[src/rtl/seg_scan_driver.sv]
// Four-digit common-anode seven-segment scan driver with frame-aligned display updates.
// Writes land in a one-deep pending buffer and become visible only when slot 3 ends.
module seg_scan_driver #(
    parameter int REFRESH_DIV   = 100000,
    parameter int DEAD_CYCLES   = 16,
    parameter bit BLANK_LEADING = 1'b1
) (
    input  logic        clk,
    input  logic        rst_n,
    input  logic        wr_valid,
    output logic        wr_ready,
    input  logic [15:0] wr_value,
    input  logic [3:0]  wr_blank,
    input  logic [3:0]  wr_dp,
    output logic [3:0]  digit,
    output logic [3:0]  an,
    output logic        dp,
    output logic        frame_tick
);
    localparam int PW = (REFRESH_DIV > 1) ? $clog2(REFRESH_DIV) : 1;
    localparam logic [PW-1:0] PRE_LAST = PW'(REFRESH_DIV - 1);

    logic [PW-1:0] prescaler;
    logic [1:0]    slot;

    logic [15:0]   act_value;
    logic [3:0]    act_blank;
    logic [3:0]    act_dp;
    logic [15:0]   pend_value;
    logic [3:0]    pend_blank;
    logic [3:0]    pend_dp;
    logic          pend_full;

    logic          slot_tick;
    logic          frame_end;
    logic          accept;
    logic          in_dead;
    logic          anode_on;
    logic [3:0]    lead;
    logic [3:0]    eff_blank;

    assign slot_tick = (prescaler == PRE_LAST);
    assign frame_end = slot_tick && (slot == 2'd3);
    assign wr_ready  = ~pend_full;
    assign accept    = wr_valid && !pend_full;

    // Digit 0 always shows so that a zero value still displays "0".
    always_comb begin
        lead = 4'b0000;
        if (BLANK_LEADING) begin
            lead[3] = (act_value[15:12] == 4'h0);
            lead[2] = (act_value[15:8]  == 8'h00);
            lead[1] = (act_value[15:4]  == 12'h000);
        end
    end

    assign eff_blank = act_blank | lead;
    assign in_dead   = (int'(prescaler) < DEAD_CYCLES);
    assign anode_on  = !in_dead && !eff_blank[slot];

    always_ff @(posedge clk or negedge rst_n) begin
        if (!rst_n) begin
            prescaler <= '0;
            slot      <= 2'd0;
        end else if (slot_tick) begin
            prescaler <= '0;
            slot      <= slot + 2'd1;
        end else begin
            prescaler <= prescaler + PW'(1);
        end
    end

    // Accept and commit are mutually exclusive: accept needs an empty buffer, commit a full one.
    always_ff @(posedge clk or negedge rst_n) begin
        if (!rst_n) begin
            act_value  <= 16'h0000;
            act_blank  <= 4'h0;
            act_dp     <= 4'h0;
            pend_value <= 16'h0000;
            pend_blank <= 4'h0;
            pend_dp    <= 4'h0;
            pend_full  <= 1'b0;
        end else begin
            if (frame_end && pend_full) begin
                act_value <= pend_value;
                act_blank <= pend_blank;
                act_dp    <= pend_dp;
                pend_full <= 1'b0;
            end
            if (accept) begin
                pend_value <= wr_value;
                pend_blank <= wr_blank;
                pend_dp    <= wr_dp;
                pend_full  <= 1'b1;
            end
        end
    end

    always_ff @(posedge clk or negedge rst_n) begin
        if (!rst_n) begin
            digit      <= 4'h0;
            an         <= 4'b1111;
            dp         <= 1'b1;
            frame_tick <= 1'b0;
        end else begin
            digit      <= act_value[{slot, 2'b00} +: 4];
            an         <= anode_on ? ~(4'b0001 << slot) : 4'b1111;
            dp         <= anode_on ? ~act_dp[slot] : 1'b1;
            frame_tick <= frame_end;
        end
    end

endmodule

[config.mk]
export PLATFORM = sky130hd
export DESIGN_NAME = seg_scan_driver
export DESIGN_NICKNAME = d
export VERILOG_FILES = /design/src/rtl/seg_scan_driver.sv
export SDC_FILE = /design/constraint.sdc
export NUM_CORES = 1
export LEC_CHECK = 0
export BUFFER_PORTS_ARGS = -buffer_cell sky130_fd_sc_hd__buf_2
export CAP_MARGIN = 20
export CORE_ASPECT_RATIO = 2
export CORE_MARGIN = 1.5
export CORE_UTILIZATION = 47
export DETAILED_ROUTE_END_ITERATION = 16
export PLACE_DENSITY_LB_ADDON = 0.3
export SYNTH_ARGS = -nofsm -noshare
export SYNTH_HDL_FRONTEND = slang
export SYNTH_SLANG_ARGS = --single-unit
[constraint.sdc]
create_clock -name clk -period 1.98 [get_ports clk]
set_clock_uncertainty 0.2 [all_clocks]
set_input_delay 0.198 -clock clk [delete_from_list [all_inputs] [get_ports clk]]
set_output_delay 0.198 -clock clk [all_outputs]
set_load 0.005 [all_outputs]
## After elaboration in Yosys (flattened, before gate mapping)

Index checks and enable logic that the tools add are counted.

- Flip-flop bits (word level): 78
- Output and inout port bits: 11
- Logic and storage cells: 45

- $add $sub $neg: 2
- Magnitude comparators: 2
- Equal/unequal tests: 2
- Shift operators: 2
- Muxes and demuxes: 9
- Bitwise logic cells: 4
- Reduce and logical (&&, ||, !) cells: 11

Operators by type and width:

| cell | number |
|---|---|
| adder 17 x 1 -> 17 bit, second input constant | 1 |
| equality test 17 bit, second input constant | 1 |
| < comparator 17 x 5 -> 1 bit, second input constant | 1 |
| two-way mux 17 bit | 1 |
| indexed part select 16 x 5 -> 4 bit | 1 |
| logical NOT 12 bit | 1 |
| logical NOT 8 bit | 1 |
| two-way mux 1 bit | 5 |
| binary-select mux 1 bit (select 2 bit) | 2 |
| logical AND 1 bit | 4 |
| logical NOT 4 bit | 1 |
| two-way mux 4 bit | 1 |
| NOT 4 bit | 1 |
| OR 4 bit | 1 |
| left shift 1 x 2 -> 4 bit, first input constant | 1 |
| logical NOT 1 bit | 3 |
| < comparator 2 x 3 -> 1 bit, second input constant | 1 |
| adder 2 x 1 -> 2 bit, second input constant | 1 |
| equality test 2 bit, second input constant | 1 |
| NOT 1 bit | 2 |
| nonzero test 2 bit | 1 |

## Depth between registers and ports, before layout

- Depth in word-level cells: 7
- Depth in mapped cells: 7
- Gate-level depth less buffers: 5

## Least setup slack after synthesis

OpenSTA, ideal clock, no wires.

- Kind: reg-to-reg
- From: reg prescaler[0]
- To: reg act_blank[0]
- Arrival: 1.778 ns
- Path slack: -0.123 ns
- Cell stages (with the launch flop): 8
- Buffers on the path: 2
- Cell sequence: dfrtp_1 > ha_1 > and4_1 > buf_6 > nand3_4 > nor3_4 > buf_6 > mux2_2

- Cells in the longest elaborated chain, start to end: 3

RTL lines:

| element | RTL line | RTL |
|---|---|---|
| from (decl) | 23 | `logic [PW-1:0] prescaler;` |
| from (signal assigned) | 69 | `prescaler <= prescaler + PW'(1);` |
| equality test 17 bit | 42 | `assign slot_tick = (prescaler == PRE_LAST);` |
| logical AND 1 bit | 43 | `assign frame_end = slot_tick && (slot == 2'd3);` |
| logical AND 1 bit | 84 | `if (frame_end && pend_full) begin` |
| to (signal assigned) | 86 | `act_blank <= pend_blank;` |
| to (decl) | 27 | `logic [3:0] act_blank;` |

No other way between the ends.
A chain may end at the register's enable or synchronous reset.

## Worst setup path after layout

- From: reg prescaler[1]
- To: reg act_value[12]

- Cells in the longest elaborated chain, start to end: 3

RTL lines:

| element | RTL line | RTL |
|---|---|---|
| equality test 17 bit | 42 |  |
| logical AND 1 bit | 43 |  |
| logical AND 1 bit | 84 |  |
| to (signal assigned) | 85 | `act_value <= pend_value;` |
| to (decl) | 26 | `logic [15:0] act_value;` |

No other way between the ends.

==> results summary <==
Input and output buffers added on the ports amount to 37. The sum of negative setup slack is 0 ns. The post-route antenna net violation count is 0. The kind of start point of the critical path is a flop. The synthesized design contains between 70 and 80 register bits. Global routing finished with a remaining overflow of 0. Max-cap violations in this run came to 0.

Dividing the final minimum period by the clock period gives between 90% and 100%. The number of global-route vias before repair came to approximately 2300. The placement-stage worst setup slack is -0.03442 ns.

The final number of max-transition violations came out at 0. On the critical path, the stage with the largest delay is an instance of sky130_fd_sc_hd__dfrtp_1. The width of the die came out at just over 60 um. The most instantiated library cell after synthesis is sky130_fd_sc_hd__dfrtp_1. Entering global routing, the biggest net connects 29 pins. The largest voltage drop on the vdd net is just over 0.9 mV.

The insertion delay to the later sink of the worst-skew pair is about 0.33 ns. The busiest metal layer after global routing is met2. The die is around 120 um tall. The via total after detailed routing is 2132. Data on the critical path arrives at its endpoint at around 2.0 ns.

The first global-routing pass estimated 11.38 mm of wire. The design draws 3.632 mW. Clock-pin slew was measured on the worst setup and hold paths at around 0.060 ns.

The minimum clock period came out at between 1.5 and 2 ns. The cell area after layout is 4363 um^2. The power per cell area came out at between 800 and 900 nW/um^2. The unique cell type count in the Yosys netlist came out at 33.

The maximum net fanout on the critical path came out at 12. After filler insertion, the fill cell instance count of the layout stands at roughly 500. The worst setup path is captured at a flop.

The routed via count divided by cell count is 5.150. The net switching power came out at between 0.6 and 0.7 mW. The flow ran to the end, and the final reports show no timing, DRC or antenna violations. The longest clock path from root to sink contains 2 buffers. After synthesis, flip-flops and latches occupy between 50 and 60% of the total area. The cell type contributing the most total cell area after synthesis is sky130_fd_sc_hd__dfrtp_1. The number of search-and-repair iterations in the first detailed-routing pass is 4. The startpoint identified for the worst register-to-register timing path is prescaler[1]. On the worst path, the slowest cell contributes a delay of between 0.3 and 0.4 ns.

The number of remaining DRC errors is 0. Once the floorplan was initialized, standard cells occupied roughly half of the core. The cell area reported after detailed placement came out at 3701 um^2. After detailed routing, the total wire length is roughly 6.7 mm.

The logic depth of the worst path, buffers included is 7. The core utilization of the finished layout came out at approximately two thirds. The share of total power in the clock network is just under 50%. The cell type group with the largest total delay on the critical path is simple AND/OR/NAND/NOR gates. The netlist area before placement came out at between 3000 and 4000 um^2. The detailed-route wire length per cell came out at ~16 um.

The area of the multi-input gates is 1256 um^2. The worst hold slack is approximately 0.13 ns. For this design, the sink count on the clock tree is 78.

The signed area change from the synthesized netlist to the final layout came out at 33.09%. The global-route track usage on met2 came out at a little over a third. The setup slack of the most critical reg-to-reg path came out at 0.009 ns. The total setup violations reported at the end of the flow is 0. The proportion of total power due to net switching is a little under a fifth. The endpoint identified for the worst register-to-register timing path is act_value[12]. The number of placed instances, taps included, is 367. The total global-route track usage is 21.37%. By area the synthesized netlist is led by sky130_fd_sc_hd__dfrtp_1 56%, sky130_fd_sc_hd__mux2_2 17%, sky130_fd_sc_hd__dfstp_2 4.0%. For this run, the number of Yosys warnings is 0. Walking the worst path, the cells encountered are ha_2 > and4_4 > nand3_4 > nor3_4 > buf_4 > buf_16 > mux2_2. The final weighted congestion in routability-driven placement is 0.8907. Measured in cells, the most critical reg-to-reg path has a length of 7. The overall die area came out at about 7500 um^2. The initial antenna violation count was 0. The top-area cell type share of the netlist area is 55.73%. The origin of the worst setup path is prescaler[1]. TritonCTS created 9 clock buffers. The count of non-filler cells in the finished layout came out at slightly above 400. The critical path is of the flop to flop type.

The flip-flop and latch area is between 1500 and 2000 um^2. The TritonCTS clock tree is done. The cell leakage power is just over 2 nW.

The end point of the critical path is act_value[12]. Synthesis produced a netlist with a net count of approximately 260. The maximum achievable frequency came out at about 510 MHz.

For the worst setup path, the data required time is roughly 2.0 ns. The combinational power share is under 10%. Yosys mapped a number of flops with a built-in enable equal to 0.

The global-route met1 utilization came out at roughly a quarter. In this run the count of I/O pins placed on the die edge is 38. The number of levels in the clock H-tree came out at 3. The design internal power came out at 2.956 mW. The critical path buffer and inverter count is 2. The slew at the pin with the worst max-slew slack is between 0.4 and 0.5 ns. In the synthesized netlist the dominant register cell turns out to be sky130_fd_sc_hd__dfrtp_1.

The number of cells produced by synthesis is between 200 and 250. The root buffer cell chosen for the clock tree is sky130_fd_sc_hd__clkbuf_16. The met3 demand-to-capacity share in global routing is ~5.2%. Dividing the synthesized area by the synthesized cell count gives 14.19 um^2. Across all setup checks in the final design, the least slack found is between 0.008 and 0.009 ns. The count of antenna diodes in the layout came out at 0.

The final count of hold timing violations is 0. The proportion of layout cells with a drive suffix above 1 came out at between 40% and 50%. The standard-cell row count came out at 42. In this run, the number of DRC markers left after iteration 0 of detailed routing was 96. Measured against its own limit, the worst slew margin works out to between 70% and 80%. The worst hold path belongs to the class input port to asynchronous set/reset pin. Setup repair after global routing could not meet its margin everywhere.

The post-layout net count came out at approximately 350. After legalization and detailed placement, the total HPWL measured around 4.6 mm. The floorplan core area came out at between 6000 and 7000 um^2. By count the netlist is led by 73 x sky130_fd_sc_hd__dfrtp_1, 49 x sky130_fd_sc_hd__mux2_2, 12 x sky130_fd_sc_hd__nor2_1.

The fraction of synthesis flops using an asynchronous set or reset pin came out at 100.0%. The sequential share of power is around 46%.
-- final cells by class --
class,count,share of cell area [%]
well taps,88,2.524
flip-flops and latches,78,44.88
clock buffers,13,6.194
multi-input cells,139,28.79
clock inverters,3,1.491
inverters,4,0.3441
repair buffers,89,15.77
-- per-layer routing --
metal	up-vias	part of all wire (%)
met3	15	2.8
li1	1007	-
met1	1065	35
met4	0	2.7
met5	-	0
met2	45	59
-- cell usage in the layout, fill, tap and decap left out, types with 2 or more instances in the layout --
master                          count
sky130_fd_sc_hd__dfrtp_1           73
sky130_fd_sc_hd__nand3_1           10
sky130_fd_sc_hd__inv_1              4
sky130_fd_sc_hd__and2_1             2
sky130_fd_sc_hd__nand4_1            5
sky130_fd_sc_hd__nor2_1            12
sky130_fd_sc_hd__dlygate4sd3_1     26
sky130_fd_sc_hd__clkbuf_8           3
sky130_fd_sc_hd__nand2_1            9
sky130_fd_sc_hd__dfstp_2            5
sky130_fd_sc_hd__clkbuf_16          9
sky130_fd_sc_hd__ha_1               4
sky130_fd_sc_hd__nor4_1             3
sky130_fd_sc_hd__bufinv_16          2
sky130_fd_sc_hd__nor3_1             5
sky130_fd_sc_hd__xor2_1             5
sky130_fd_sc_hd__and4_1             3
sky130_fd_sc_hd__xnor2_1            9
sky130_fd_sc_hd__buf_2             36
sky130_fd_sc_hd__buf_12             2
sky130_fd_sc_hd__buf_4             24
sky130_fd_sc_hd__mux2_2            49
sky130_fd_sc_hd__mux4_2             5
-- how the worst min path moves through the flow --
stage / to / cells past startpoint / start / slack, ns
after global routing: prescaler[4] / 2 / rst_n / 0.20
after global placement: prescaler[5] / 1 / rst_n / -0.05
final: prescaler[5] / 2 / rst_n / 0.13
after floorplan: act_blank[0] / 0 / rst_n / -0.30
after detailed placement: prescaler[5] / 1 / rst_n / -0.05
after CTS: prescaler[5] / 2 / rst_n / 0.13
-- logic make-up after synthesis --
kind of cell / Yosys count / share of synthesized area (%)
adder cells (fa/ha/maj): 5 / 1.908
multiplexers: 56 / 20.92
AND/OR/NAND/NOR: 58 / 9.962
flip-flops: 78 / 59.73
AO/OA/AOI/OAI: 6 / 1.374
buffers and inverters: 14 / 2.366
XOR/XNOR: 14 / 3.741
-- power groups by stage --
stage                     registers, mW  clock network, mW  logic, mW
after CTS                          1.68               1.83      0.159
after global routing               1.69               1.90      0.175
after floorplan                    1.70                  0     0.0500
after global placement             1.71                  0      0.115
final                              1.68               1.79      0.156
after detailed placement           1.71                  0      0.121
-- state kept, by name, summed over array words and instances (netlist names) --
name and count:
act_blank 4, dp 1, act_value 16, slot 2
frame_tick 1, digit 4, act_dp 4, an 4
pend_blank 4, pend_full 1, pend_value 16, pend_dp 4
prescaler 17
-- what timing repair did --
action,4_1_cts,5_1_grt
endpoints found under the setup margin,24,25
setup buffers,4,0
gates cloned,1,0
hold buffers,26,0
hold endpoints to repair,98,0
resized for setup,3,1
pin swaps,2,1
Note: power is estimated with default switching activity, not from simulation.
